File: src/rtl/rank_sort_stream_if.sv
// Valid/ready stream bundle for the rank sorter: key input stream and sorted output stream.
interface rank_sort_stream_if #(
  parameter int unsigned WIDTH = 8,
  parameter int unsigned IDXW  = 3
);
  logic             in_valid;
  logic             in_ready;
  logic [WIDTH-1:0] in_data;
  logic             in_last;
  logic             out_valid;
  logic             out_ready;
  logic [WIDTH-1:0] out_data;
  logic [IDXW-1:0]  out_idx;
  logic             out_last;

  modport master (
    output in_valid, in_data, in_last, out_ready,
    input  in_ready, out_valid, out_data, out_idx, out_last
  );

  modport slave (
    input  in_valid, in_data, in_last, out_ready,
    output in_ready, out_valid, out_data, out_idx, out_last
  );
endinterface

File: src/rtl/rank_sort_stream.sv
// Streaming stable rank sorter: loads a frame of up to N keys, ranks one key per cycle,
// then emits keys in sorted order together with their arrival indices.
module rank_sort_stream #(
  parameter int unsigned N     = 8,
  parameter int unsigned WIDTH = 8,
  parameter int unsigned IDXW  = $clog2(N),
  parameter int unsigned CNTW  = $clog2(N + 1)
) (
  input  logic clk,
  input  logic rst,
  input  logic cfg_descend,
  output logic busy,
  rank_sort_stream_if.slave s
);

  typedef enum logic [1:0] {LOAD, RANK, EMIT} state_t;

  state_t           state, state_n;
  logic [CNTW-1:0]  count, count_n;
  logic [IDXW-1:0]  r, r_n;
  logic [IDXW-1:0]  ptr, ptr_n;
  logic [IDXW-1:0]  rank_c;
  logic             mode, mode_n;
  logic             in_ready_n, out_valid_n, out_last_n, busy_n;
  logic [WIDTH-1:0] out_data_n;
  logic [IDXW-1:0]  out_idx_n;
  logic             key_we, sbuf_we;

  logic [WIDTH-1:0] key      [N];
  logic [WIDTH-1:0] sbuf_key [N];
  logic [IDXW-1:0]  sbuf_idx [N];

  // Stable rank of key[r] among the current frame's entries only
  always_comb begin
    rank_c = '0;
    for (int j = 0; j < int'(N); j++) begin
      if (CNTW'(j) < count) begin
        if ((mode ? (key[j] > key[r]) : (key[j] < key[r])) ||
            ((key[j] == key[r]) && (IDXW'(j) < r)))
          rank_c = rank_c + IDXW'(1);
      end
    end
  end

  // Next-state and registered-output decode
  always_comb begin
    state_n     = state;
    count_n     = count;
    r_n         = r;
    ptr_n       = ptr;
    mode_n      = mode;
    in_ready_n  = s.in_ready;
    out_valid_n = s.out_valid;
    out_data_n  = s.out_data;
    out_idx_n   = s.out_idx;
    out_last_n  = s.out_last;
    key_we      = 1'b0;
    sbuf_we     = 1'b0;

    case (state)
      LOAD: begin
        in_ready_n = 1'b1;
        if (s.in_valid && s.in_ready) begin
          key_we  = 1'b1;
          count_n = count + CNTW'(1);
          if (count == '0)
            mode_n = cfg_descend;
          if (s.in_last || (count == CNTW'(N - 1))) begin
            in_ready_n = 1'b0;
            state_n    = RANK;
            r_n        = '0;
          end
        end
      end
      RANK: begin
        sbuf_we = 1'b1;
        if (CNTW'(r) == count - CNTW'(1)) begin
          state_n     = EMIT;
          ptr_n       = '0;
          out_valid_n = 1'b1;
          out_last_n  = (count == CNTW'(1));
          // slot 0 may be the one being written on this very edge
          if (rank_c == '0) begin
            out_data_n = key[r];
            out_idx_n  = r;
          end else begin
            out_data_n = sbuf_key[0];
            out_idx_n  = sbuf_idx[0];
          end
        end else begin
          r_n = r + IDXW'(1);
        end
      end
      EMIT: begin
        if (s.out_ready) begin
          if (CNTW'(ptr) == count - CNTW'(1)) begin
            state_n     = LOAD;
            out_valid_n = 1'b0;
            out_last_n  = 1'b0;
            count_n     = '0;
            in_ready_n  = 1'b1;
          end else begin
            ptr_n      = ptr + IDXW'(1);
            out_data_n = sbuf_key[ptr + IDXW'(1)];
            out_idx_n  = sbuf_idx[ptr + IDXW'(1)];
            out_last_n = ((CNTW'(ptr) + CNTW'(2)) == count);
          end
        end
      end
      default: state_n = LOAD;
    endcase

    busy_n = (state_n != LOAD);
  end

  always_ff @(posedge clk or posedge rst) begin
    if (rst) begin
      state       <= LOAD;
      count       <= '0;
      r           <= '0;
      ptr         <= '0;
      mode        <= 1'b0;
      busy        <= 1'b0;
      s.in_ready  <= 1'b0;
      s.out_valid <= 1'b0;
      s.out_data  <= '0;
      s.out_idx   <= '0;
      s.out_last  <= 1'b0;
    end else begin
      state       <= state_n;
      count       <= count_n;
      r           <= r_n;
      ptr         <= ptr_n;
      mode        <= mode_n;
      busy        <= busy_n;
      s.in_ready  <= in_ready_n;
      s.out_valid <= out_valid_n;
      s.out_data  <= out_data_n;
      s.out_idx   <= out_idx_n;
      s.out_last  <= out_last_n;
    end
  end

  // Key and sorted-buffer storage; contents are only meaningful within a frame
  always_ff @(posedge clk) begin
    if (key_we)
      key[IDXW'(count)] <= s.in_data;
    if (sbuf_we) begin
      sbuf_key[rank_c] <= key[r];
      sbuf_idx[rank_c] <= r;
    end
  end

endmodule
File: src/flat_wrapper.sv
// flat-port wrapper written by rule: the top's interface ports become plain ports
module rank_sort_stream_flat 
#(
  parameter int unsigned N     = 8,
  parameter int unsigned WIDTH = 8,
  parameter int unsigned IDXW  = $clog2(N),
  parameter int unsigned CNTW  = $clog2(N + 1)
)
  (clk, rst, cfg_descend, busy, s_in_valid, s_in_data, s_in_last, s_out_ready, s_in_ready, s_out_valid, s_out_data, s_out_idx, s_out_last);
  rank_sort_stream_if #(.WIDTH(WIDTH), .IDXW(IDXW)) s_i ();
  input  logic clk;
  input  logic rst;
  input  logic cfg_descend;
  output logic busy;
  input wire logic [$bits(s_i.in_valid)-1:0] s_in_valid;
  input wire logic [$bits(s_i.in_data)-1:0] s_in_data;
  input wire logic [$bits(s_i.in_last)-1:0] s_in_last;
  input wire logic [$bits(s_i.out_ready)-1:0] s_out_ready;
  output wire logic [$bits(s_i.in_ready)-1:0] s_in_ready;
  output wire logic [$bits(s_i.out_valid)-1:0] s_out_valid;
  output wire logic [$bits(s_i.out_data)-1:0] s_out_data;
  output wire logic [$bits(s_i.out_idx)-1:0] s_out_idx;
  output wire logic [$bits(s_i.out_last)-1:0] s_out_last;
  assign s_i.in_valid = s_in_valid;
  assign s_i.in_data = s_in_data;
  assign s_i.in_last = s_in_last;
  assign s_i.out_ready = s_out_ready;
  assign s_in_ready = s_i.in_ready;
  assign s_out_valid = s_i.out_valid;
  assign s_out_data = s_i.out_data;
  assign s_out_idx = s_i.out_idx;
  assign s_out_last = s_i.out_last;
  rank_sort_stream #(.N(N), .WIDTH(WIDTH), .IDXW(IDXW), .CNTW(CNTW)) u_core (.clk(clk), .rst(rst), .cfg_descend(cfg_descend), .busy(busy), .s(s_i));
endmodule
File: config.mk
export PLATFORM = sky130hd
export DESIGN_NAME = rank_sort_stream_flat
export DESIGN_NICKNAME = d
export VERILOG_FILES = /design/src/rtl/rank_sort_stream_if.sv /design/src/rtl/rank_sort_stream.sv /design/src/flat_wrapper.sv
export SDC_FILE = /design/constraint.sdc
export NUM_CORES = 1
export LEC_CHECK = 0
export CAP_MARGIN = 10
export CORE_MARGIN = 3
export CORE_UTILIZATION = 50
export DETAILED_ROUTE_END_ITERATION = 10
export PLACE_DENSITY = 0.68
export SYNTH_ARGS = -nofsm -noshare
export SYNTH_HDL_FRONTEND = slang
export SYNTH_SLANG_ARGS = --single-unit
File: constraint.sdc
create_clock -name clk -period 11 [get_ports clk]
set_input_delay 2.2 -clock clk [delete_from_list [all_inputs] [get_ports clk]]
set_output_delay 2.2 -clock clk [all_outputs]
set_load 0.05 [all_outputs]
======== After elaboration in Yosys (flattened, before gate mapping) ========
Memories as Yosys holds them, arrays and structs flattened.
Cells that the tools add are included.
word-level totals
  bits of input ports ..................... 14
  word-level logic and storage cells ...... 184
  register bits ........................... 28
  memory bits (writable) .................. 152
  memories ................................ 3
cells by class
  eq/ne operators ......................... 22
  order comparisons ....................... 32
  mux-type cells .......................... 72
  reductions and logical operators ........ 32
  $add $sub $neg .......................... 12
memory list
  memory           words  width  rd ports  clocked after Yosys merged registers in  write ports  line                    source
  u_core.key       8      8      9         0                                        1            rank_sort_stream.sv:29  logic [WIDTH-1:0] key [N];
  u_core.sbuf_key  8      8      2         0                                        1            rank_sort_stream.sv:30  logic [WIDTH-1:0] sbuf_key [N];
  u_core.sbuf_idx  8      3      2         0                                        1            rank_sort_stream.sv:31  logic [IDXW-1:0] sbuf_idx [N];
operators with widths
  kind                                                       number
  2-to-1 mux 3 bit                                           25
  == test 8 bit                                              8
  greater-than comparator 8 bit                              8
  less-than comparator 8 bit                                 8
  2-to-1 mux 8 bit                                           4
  adder 3 x 1 -> 3 bit, second input constant                9
  2-to-1 mux 1 bit                                           26
  one-hot mux 3 bit (2 select lines)                         3
  less-than comparator 3 x 4 -> 1 bit, first input constant  4
  one-hot mux 8 bit (2 select lines)                         1
  AND reduction 4 bit                                        4
  less-than comparator 3 bit, first input constant           4
  2-to-1 mux 4 bit                                           3
  2-to-1 mux 2 bit                                           5
  logical AND 1 bit                                          9
  logical OR 1 bit                                           9
  AND reduction 3 bit                                        3
  == test 3 x 4 -> 1 bit                                     2
  less-than comparator 1 x 4 -> 1 bit, first input constant  2
  less-than comparator 2 x 4 -> 1 bit, first input constant  2
  inequality test 2 x 1 -> 1 bit, second input constant      4
  one-hot mux 4 bit (2 select lines)                         1
  nonzero test 2 bit                                         4
  less-than comparator 1 x 3 -> 1 bit, first input constant  2
  other kinds (15)                                           20

======== Depth between registers and ports, before layout ========
An unclocked memory read counts as a cell.
  depth in word-level cells ............... 31
  mapped depth ............................ 42

======== Worst setup path before layout ========
OpenSTA, ideal clock, no wires.
  path kind ............................... register -> register
  start ................................... reg u_core.r[0]
  end ..................................... mem u_core.sbuf_idx[2][0] (enable)
  slack ................................... 1.617 ns
  required time ........................... 10.604 ns
  arrival ................................. 8.987 ns
  library setup time ...................... 0.396 ns
  cell stages (with the launch flop) ...... 38
  path through ............................ dfrtp_1 > buf_2 > buf_1 > mux4_2 > mux2i_1 > ha_1 > o21a_1 > o21ai_0 > nand2b_1 > a21oi_1 > nor2b_1 > o21ai_0 > nand2b_1 > a21oi_1 > mux2_2 > o31ai_1 > ha_1 > o21ai_0 > (+2 left out) > or4b_4 > nand2_1 > ha_1 > nor2b_1 > a31oi_1 > ha_1 > a21o_1 > ha_1 > o22a_1 > ha_1 > nand2_1 > nand2_1 > ha_1 > nand2_1 > xnor3_1 > xnor2_1 > nor2b_1 > nor3b_1
between the ends
  longest elaborated chain between the ends .. 27
  elaborated cells between the ends (all ways) .. 80
  those cells by class .................... 7 x add/sub; 24 x order compare; 8 x eq/ne; 24 x mux; 16 x reduce/logical; 1 x memory
RTL lines
  item                                                      line                                            source
  start: declaration                                        rank_sort_stream.sv:20                          logic [IDXW-1:0] r, r_n;
  start signal: assignment                                  rank_sort_stream.sv:132                         r <= r_n;
  memory read (8 x 8 bit)                                   -
  less-than comparator 8 bit, or another cell as far along  rank_sort_stream.sv:38                          if ((mode ? (key[j] > key[r]) : (key[j] < key[r])) ||
  2-to-1 mux 1 bit or logical AND 1 bit (tied branches)     rank_sort_stream.sv:38, rank_sort_stream.sv:39
  logical OR 1 bit                                          rank_sort_stream.sv:38
  2-to-1 mux 1 bit                                          rank_sort_stream.sv:38
  2-to-1 mux 3 bit                                          rank_sort_stream.sv:37                          if (CNTW'(j) < count) begin
  adder 3 x 1 -> 3 bit                                      rank_sort_stream.sv:40                          rank_c = rank_c + IDXW'(1);
  2-to-1 mux 3 bit                                          rank_sort_stream.sv:38
  (+11 left out)                                            -
  2-to-1 mux 3 bit                                          rank_sort_stream.sv:38
  2-to-1 mux 3 bit                                          rank_sort_stream.sv:37
  adder 3 x 1 -> 3 bit                                      rank_sort_stream.sv:40
  2-to-1 mux 3 bit                                          rank_sort_stream.sv:38
  2-to-1 mux 3 bit                                          rank_sort_stream.sv:37
  adder 3 x 1 -> 3 bit                                      rank_sort_stream.sv:40
  2-to-1 mux 3 bit                                          rank_sort_stream.sv:38
  2-to-1 mux 3 bit (*)                                      rank_sort_stream.sv:37
  end: declaration                                          rank_sort_stream.sv:31
Mark *: on every way between the ends. The rest lies on a longest branch, timed or not.

======== Final worst setup path ========
  start ................................... reg u_core.r[0]
  end ..................................... mem u_core.sbuf_key[3][0] (enable)
between the ends
  longest elaborated chain between the ends .. 27
  elaborated cells between the ends (all ways) .. 80
  those cells by class .................... 7 x add/sub; 24 x order compare; 8 x eq/ne; 24 x mux; 16 x reduce/logical; 1 x memory
RTL lines
  item                                                      line
  memory read (8 x 8 bit)                                   -
  less-than comparator 8 bit, or another cell as far along  rank_sort_stream.sv:38
  2-to-1 mux 1 bit or logical AND 1 bit (tied branches)     rank_sort_stream.sv:38, rank_sort_stream.sv:39
  logical OR 1 bit                                          rank_sort_stream.sv:38
  2-to-1 mux 1 bit                                          rank_sort_stream.sv:38
  2-to-1 mux 3 bit                                          rank_sort_stream.sv:37
  adder 3 x 1 -> 3 bit                                      rank_sort_stream.sv:40
  2-to-1 mux 3 bit                                          rank_sort_stream.sv:38
  (+11 left out)                                            -
  2-to-1 mux 3 bit                                          rank_sort_stream.sv:38
  2-to-1 mux 3 bit                                          rank_sort_stream.sv:37
  adder 3 x 1 -> 3 bit                                      rank_sort_stream.sv:40
  2-to-1 mux 3 bit                                          rank_sort_stream.sv:38
  2-to-1 mux 3 bit                                          rank_sort_stream.sv:37
  adder 3 x 1 -> 3 bit                                      rank_sort_stream.sv:40
  2-to-1 mux 3 bit                                          rank_sort_stream.sv:38
  2-to-1 mux 3 bit (*)                                      rank_sort_stream.sv:37
  end: declaration                                          rank_sort_stream.sv:30
Marked as above.

==> flow_metrics.tcl <==
set metrics [dict create \
    cts_tree "built" \
    ios 29 \
    cp_max_fo 14 \
    cp-start-kind "register" \
    cts_resized 0 \
    grt_setup_unrepaired "false" \
    ys_seq_area_frac 0.543 \
    avgSynthCellArea_um2 13.4 \
    finalSetupViolations 0 \
    cp_slowest_stage_delay_ns 0.94 \
    stdcell_count 1034 \
    clock-sinks 180 \
    path_clk_slew_ns 0.08 \
    routedWlPerCell_um 23.6 \
    drt_iter0_markers 632 \
    ant_nets 0 \
    post-route-min-period_ns 9.42 \
    num_rows 50 \
    cts_buffers 17 \
    die-area_um2 21100 \
    period_share 0.856 \
    firstDrtPassIters 5 \
    dp_hpwl_um 17400 \
    drcViolationCount 0 \
    gr-total-overflow 0 \
    clockBufferDepth 2 \
    maxSlewViolCount 0 \
    h-tree-depth 4 \
    synth.top_cells.by_count "152 x edfxtp_1, 77 x ha_1, 58 x a21oi_1" \
    crit_type "register to register" \
    synth_cells 726 \
    cp_common_cell "ha_1" \
    setup_tns_ns 0 \
    fill_cells 1498 \
    synth_area_um2 9690 \
    max_cap_violations 0 \
    r2r_slack_ns 1.58 \
    fin_area_um2 11000 \
    seq_area_um2 5270 \
    ys_ff_latch 180 \
    start_util 0.513 \
    io_buffers 28 \
    grt_max_degree 29 \
    hold_viol 0 \
    die_h_um 145 \
    place_inst 1002 \
    cts_hold_repair.buffers 0 \
    synth_edf_count 152 \
    ys.flop_type "edfxtp_1" \
    hold_class "register to register" \
    synth_warnings 0 \
    drt_wl_total_um 24400 \
    skew_ns 0.0105 \
    die_x_um 145 \
    antenna_found_initial 0 \
    vias_per_cell 6.25 \
    cp.required_ns 11.07 \
    grt_pass1_vias 6303 \
    synth_area_leader_cell "edfxtp_1" \
    coreArea_um2 18900 \
    grt_usage 0.236 \
    cts_setup_buffers 0 \
    grt_pass1_wl_um 37900 \
    final_util 0.581 \
    cts_root_buffer "clkbuf_16" \
    synth_nets 817 \
    dpl_cell_area_um2 10300 \
    vias 6465 \
    diodes 0 \
    tightest_slew_ns 1.10 \
    synthToLayoutAreaGrowth_pct 13.3 \
    ys_async_sr_fraction 0.156 \
    fmax_mhz 106 \
    clk-insertion-delay-late_ns 0.45 \
    yosysTopAreaCellShare 0.471 \
    synthTopCellsByArea "edfxtp_1 47%, ha_1 9.9%, mux4_2 8.8%, dfrtp_1 7.2%, a21oi_1 3.0%" \
    synthDistinctLibCells 70 \
    status "finished, final reports clean" \
    routabilityCongestion 0.920 \
    end_kind "register" \
    max_slew_margin 0.243 \
    arrival_ns 9.48 \
    drive_gt1_frac 0.152 \
    crit_slowest_cell "dfrtp_1" \
    nets 852 \
    yosysMostFrequentCell "edfxtp_1" \
    multi_input_area_um2 4210 \
]
[flip-flops by register name, summed over array words and instances (netlist names)]
| name | count |
|---|---|
| u_core.count | 4 |
| u_core.s.out_last | 1 |
| u_core.ptr | 3 |
| u_core.s.out_valid | 1 |
| u_core.busy | 1 |
| u_core.sbuf_idx | 24 |
| u_core.sbuf_key | 64 |
| u_core.r | 3 |
| u_core.s.in_ready | 1 |
| u_core.state | 2 |
| u_core.s.out_idx | 3 |
| u_core.key | 64 |
| u_core.s.out_data | 8 |
| u_core.mode | 1 |
[cells in the final DEF, fill, tap and decap left out, types with 16 or more instances in the layout]
master / netlist / final
mux4_2: 38 / 38
nand3_1: 28 / 28
dfrtp_1: 28 / 28
ha_1: 77 / 77
a21oi_1: 58 / 58
edfxtp_1: 152 / 152
nor3_1: 21 / 16
nor2_1: 31 / 31
inv_1: 28 / 28
clkbuf_16: 0 / 17
o21ai_0: 21 / 20
clkdlybuf4s50_1: 0 / 28
nand2_1: 33 / 33
buf_4: 0 / 19
[worst max-delay path: cells and delay by family, from the launching register on]
kind	cells	cell delay (ns)
mux	2	1.47
flops	1	0.94
simple gates	10	2.21
xor+xnor	2	0.77
fa+ha+maj	8	2.19
compound gates	9	1.44
[path summary, 6_finish.rpt]
| path | startpoint | to | cells after the start |
|---|---|---|---|
| max reg2reg | u_core.r[0] | u_core.sbuf_key[3][0] | 31 |
| max in group asynchronous | rst | u_core.s.out_data[3] | 3 |
| max | u_core.r[0] | u_core.sbuf_key[3][0] | 31 |
| min in group asynchronous | rst | u_core.count[0] | 3 |
| min | u_core.s.out_valid | u_core.s.out_valid | 1 |
| min reg2reg | u_core.s.out_valid | u_core.s.out_valid | 1 |
[cell type report]
| type | instances | area share |
|---|---|---|
| flip-flops and latches | 180 | 0.479 |
| clock inverters | 15 | 0.0207 |
| well taps | 260 | 0.0296 |
| multi-input cells | 486 | 0.383 |
| repair buffers | 47 | 0.0385 |
| clock buffers | 17 | 0.0387 |
| inverters | 29 | 0.00991 |
[routing by layer]
layer  share of wire  routed length, µm  track usage
met1            0.46              11100        0.358
met2            0.45              11000        0.348
met3           0.070               1700       0.0475
met4           0.023                557       0.0660
met5               0                  0            0
[per-stage QoR]
stage / hold slack [ns] / worst slack, ns
2_1_floorplan: 0.554 / 1.62
3_3_place_gp: 0.463 / 1.85
3_5_place_dp: 0.482 / 1.57
4_1_cts: 0.501 / 1.52
5_1_grt: 0.541 / 0.960
6_report: 0.504 / 1.58
[logic make-up after synthesis]
group | Yosys count | share of synthesized area
flops | 180 | 0.543
simple gates | 179 | 0.0996
compound gates | 155 | 0.105
fa+ha+maj | 77 | 0.0994
buf+inv | 60 | 0.0254
mux | 51 | 0.102
xor+xnor | 24 | 0.0256
Power is not shown: default switching activity piles up to over one toggle a cycle in this logic, so the estimate is an artifact.
==> patch 1, RTL diff (same settings) <==
Reset style: synchronous (`rst`), changed in one clocked block.
--- a/src/rtl/rank_sort_stream.sv
+++ b/src/rtl/rank_sort_stream.sv
@@ -115,3 +115,3 @@
 
-  always_ff @(posedge clk or posedge rst) begin
+  always_ff @(posedge clk) begin
     if (rst) begin
Formal check against the unedited RTL: differs if rst is asserted again (counterexample within 4 cycles, from zero or initial values and one cycle with rst high); with rst held inactive, the same outputs for 4 cycles.
==> patch 1 against the original RTL <==
- die area is 0.92% higher
- final area fell by 0.82%
- first-iteration DRC count grew 9.0%
- wire length grew 0.64%
- sequential cell count is 3 higher
- clock skew grew 3.5 ps
- setup slack got worse by 350 ps
- area after synthesis up 0.96%
- non-clock buffer count is 1 lower
Power is left out: it rests on default switching activity, and per cell area and clock period it moved more than threefold.
==> patch 1: results (changes against the original RTL) <==
- Synth Net Count: 831 (+1.7%)
- Met3 Use GR: 0.0458 (-0.00169)
- Overall via count from detail_route: 6,515 (+0.77%)
- Main area contributors after synthesis: sky130_fd_sc_hd__edfxtp_1 (47%), sky130_fd_sc_hd__ha_1 (9.8%), sky130_fd_sc_hd__mux4_2 (8.7%), sky130_fd_sc_hd__dfxtp_1 (6.3%), sky130_fd_sc_hd__a21oi_1 (2.7%)
- Share of Yosys cell area claimed by the top area cell type: 0.466 (-0.00445)
- Global-route wire length before repair: 38.0 mm (+0.42%)
- R2r endpoint: u_core.sbuf_key[3][2]
- Final #Nets: 859 (+0.82%)
- Worst Reg-to-Reg Cells: 35 (+13%)
- Asr flop ratio synth: 0 (-0.156)
- Run status: complete, no violations
- Number of DRC markers after the initial detailed-route iteration: 689 (+9.0%)
- Met2 demand-to-capacity share in global routing: 0.354 (+0.00559)
- Critical-path cell with the highest stage delay: sky130_fd_sc_hd__nor2_1
- Final routed wirelength across all metal layers: 24.6 mm (+0.64%)
- Clock input transition at the sequential cells of the worst setup and hold paths: 70 ps
- Largest stage delay on the critical path: 840 ps (-100 ps)
- Synth cell count leaders: sky130_fd_sc_hd__edfxtp_1 (152), sky130_fd_sc_hd__ha_1 (77), sky130_fd_sc_hd__a21oi_1 (52)
- Final weighted congestion in routability-driven placement: 0.944 (+2.6%)
- Routed length on met2: 11.3 mm (+2.3%)
- Sequential element share of the synthesized area: 0.530 (-0.0133)
- Maximum number of pins on one net before global-route repair: 28 (-3.4%)
- Met3 wire len: 1.55 mm (-9.1%)
- Number of instances on the worst hold path: 2 (+1)
- WP data arrival: 9820 ps (+340 ps)
- Terminating pin of the worst hold path: u_core.s.out_valid
- Via count of the first global-routing pass: 6,431 (+2.0%)
- Startpoint Class: register
- Setup slack of the worst register-to-register path: 1230 ps (-350 ps)
- Met1 capacity usage during global routing: 0.344 (-0.0139)
- Estimated wirelength of the detail-placed design: 17.7 mm (+1.9%)
- Detailed-route wire length on metal 1: 11.1 mm (-0.32%)
- Count of distinct cell types in the synthesized netlist: 62 (-11%)
- Beginning of the worst hold path: u_core.s.out_valid
## patch 1: changes by cell type after synthesis, moves of 7 or more
cell,before,now
sky130_fd_sc_hd__dfrtp_1,28,0
sky130_fd_sc_hd__dfxtp_1,0,31
sky130_fd_sc_hd__mux2_2,4,11
sky130_fd_sc_hd__nand3_1,28,11
sky130_fd_sc_hd__o21a_1,11,20
sky130_fd_sc_hd__o311ai_0,0,12
sky130_fd_sc_hd__o31ai_1,13,3
sky130_fd_sc_hd__or2_2,2,10
sky130_fd_sc_hd__xor2_1,12,4
## patch 1: metrics by stage
stage	area, sq um	setup WS [ps]	cells	hold slack, ps
2_1_floorplan	9790	1100	740	495
3_3_place_gp	10400	1570	1008	473
3_5_place_dp	10400	1250	1008	490
4_1_cts	10900	1200	1040	503
5_1_grt	10900	582	1041	538
6_report	10900	1230	1041	496
## patch 1: critical path, delay by kind of cell, from the launching register on
| kind | cells | cell delay, ps |
|---|---|---|
| AOI/OAI and AO/OA | 11 | 2030 |
| xor gates and xnor gates | 1 | 500 |
| adders and majority gates | 8 | 2260 |
| buffers and inverters | 3 | 500 |
| DFF | 1 | 750 |
| muxes | 5 | 1800 |
| and+or+nand+nor | 7 | 1520 |
## patch 1: logic make-up (layout without fill, tap and decap cells)
family	Yosys count	in the layout	synth area share
and+or+nand+nor	160	160	0.0841
muxes	64	64	0.117
AOI/OAI and AO/OA	163	163	0.112
DFF	183	183	0.530
adders and majority gates	77	77	0.0984
xor gates and xnor gates	24	24	0.0304
buffers and inverters	69	110	0.0286
## patch 1: final cells by class
type	instances	area, sq um
fill	1508	8060
tap	260	325
timing repair buffer	46	415
clock buffer	18	429
clock inverter	14	97.6
multi-input combinational	488	4320
sequential	183	5190
inverter	32	120
==> patch 2, RTL diff (config.mk and constraints unchanged) <==
Made on the original files. `N` is set to 8 in 2 places; all go to 16.
--- a/src/rtl/rank_sort_stream.sv
+++ b/src/rtl/rank_sort_stream.sv
@@ -3,3 +3,3 @@
 module rank_sort_stream #(
-  parameter int unsigned N     = 8,
+  parameter int unsigned N     = 16,
   parameter int unsigned WIDTH = 8,
--- a/src/flat_wrapper.sv
+++ b/src/flat_wrapper.sv
@@ -3,3 +3,3 @@
 #(
-  parameter int unsigned N     = 8,
+  parameter int unsigned N     = 16,
   parameter int unsigned WIDTH = 8,
Ports: changed (resized s_out_idx); port bits go from 29 to 30. No check against the original RTL was run, so the function may have changed too.
==> patch 2 against the original RTL <==
- the run now ends with negative setup slack left
- largest cell class unchanged
- area after synthesis up 98%
- setup slack got worse by 2700 ps
- highest routed layer unchanged
- sequential cell count grew 172
- final area grew 120%
- critical endpoint is now u_core.s.out_data[2]
- sequential share of layout area shrank 5.3 points
- wire length rose by 140%
- non-clock buffer count is 284 higher
Power is left out: the tool's default activity adds up to more than one toggle a clock period on the data nets, which glitch-free logic cannot reach.
==> patch 2: results (changes against the original RTL) <==
- Largest stage delay on the critical path: 530 ps (-410 ps)
- Share of cells above drive strength 1: 0.345 (+0.193)
- Synth Net Count: 1,528 (+87%)
- Clock input transition at the sequential cells of the worst setup and hold paths: 60 ps (-20 ps)
- DR vias/cell: 6.17 (-1.3%)
- Main area contributors after synthesis: sky130_fd_sc_hd__edfxtp_1 (50%), sky130_fd_sc_hd__mux4_2 (12%), sky130_fd_sc_hd__ha_1 (9.9%), sky130_fd_sc_hd__dfrtp_1 (4.2%), sky130_fd_sc_hd__a21oi_1 (2.2%)
- Number of instances in the placed design: 2,096 (+110%)
- Run status: finished, violations left
- Cell family with most CP delay: adder cells
- Post-Synth Adder-Cell Area: 0.0991 (-0.000261)
- Final #Nets: 1,846 (+120%)
- Violated checks: negative setup slack
- Number of fill cells in the layout: 2,620 (+75%)
- Finish-stage setup viols: 204 (+204)
- Count of distinct cell types in the synthesized netlist: 76 (+8.6%)
- Number of DRC markers after the initial detailed-route iteration: 1,262 (+100%)
- Estimated wirelength of the detail-placed design: 39.8 mm (+130%)
- Routed WL per cell: 25.9 um (+9.7%)
- Asr flop ratio synth: 0.0909 (-0.0646)
- IO buf count: 29 (+3.6%)
- Synth cell count leaders: sky130_fd_sc_hd__edfxtp_1 (320), sky130_fd_sc_hd__ha_1 (152), sky130_fd_sc_hd__mux4_2 (100)
- Clk_skew: 28.6 ps (+18.1 ps)
- Final Worst Setup Slack: -1160 ps (-2740 ps)
- Multiplexer fraction of the synthesized cell area: 0.126 (+0.0234)
- H-tree level count: 2 (-2)
- Xor/xnor cell area share of the yosys netlist: 0.0432 (+0.0177)
patch 2: cell type report:
type,instances,area (sq um),area share
Timing Repair Buffer,331,2960,0.121
Clock inverter,24,201,0.00824
Antenna cell,1,2.50,0.000102
Tap cell,511,639,0.0262
Clock buffer,44,1000,0.0410
Sequential cell,352,10400,0.426
Multi-Input combinational cell,908,9030,0.369
Inverter,49,193,0.00788
patch 2: per-layer routing:
metal	GRT usage	vias up	part of all wire
met2	0.465	683	0.48
met3	0.0469	141	0.087
met5	0	-	0
met1	0.385	6884	0.39
li1	-	5996	-
met4	0.107	0	0.039
patch 2: what timing repair did:
action	CTS	global route
pin swaps	54	44
setup buffers	47	7
cloned	3	2
gates resized for setup	57	33
setup endpoints to repair	204	204
patch 2: worst min-delay path: stages, from the launching register on:
cell and delay, ps:
sky130_fd_sc_hd__edfxtp_1 400, sky130_fd_sc_hd__o21ai_2 70, sky130_fd_sc_hd__a31oi_1 70
patch 2: cells by family (layout without fill, tap and decap cells):
family | count (synthesis) | count (layout)
other | 0 | 1
multiplexers | 115 | 115
flip-flops | 352 | 352
adder cells (fa/ha/maj) | 152 | 152
AO/OA/AOI/OAI | 269 | 269
buffers and inverters | 102 | 448
XOR/XNOR | 68 | 68
AND/OR/NAND/NOR | 304 | 304
patch 2: worst paths after layout:
kind	to	start	slack, ps
setup / recovery	u_core.s.out_data[2]	u_core.r[0]	-1160
hold / removal	u_core.s.out_idx[3]	u_core.sbuf_idx[0][3]	580
setup reg to reg	u_core.s.out_data[2]	u_core.r[0]	-1160
hold reg to reg	u_core.s.out_idx[3]	u_core.sbuf_idx[0][3]	580
max in group asynchronous	u_core.ptr[0]	rst	8530
min in group asynchronous	u_core.count[1]	rst	2060
patch 2: per-stage QoR:
step                TNS [ps]   util
floorplan            -275730      -
global placement     -196030  0.590
detailed placement   -262110  0.590
CTS                  -179100  0.641
global route         -310490  0.647
finish               -212010  0.648
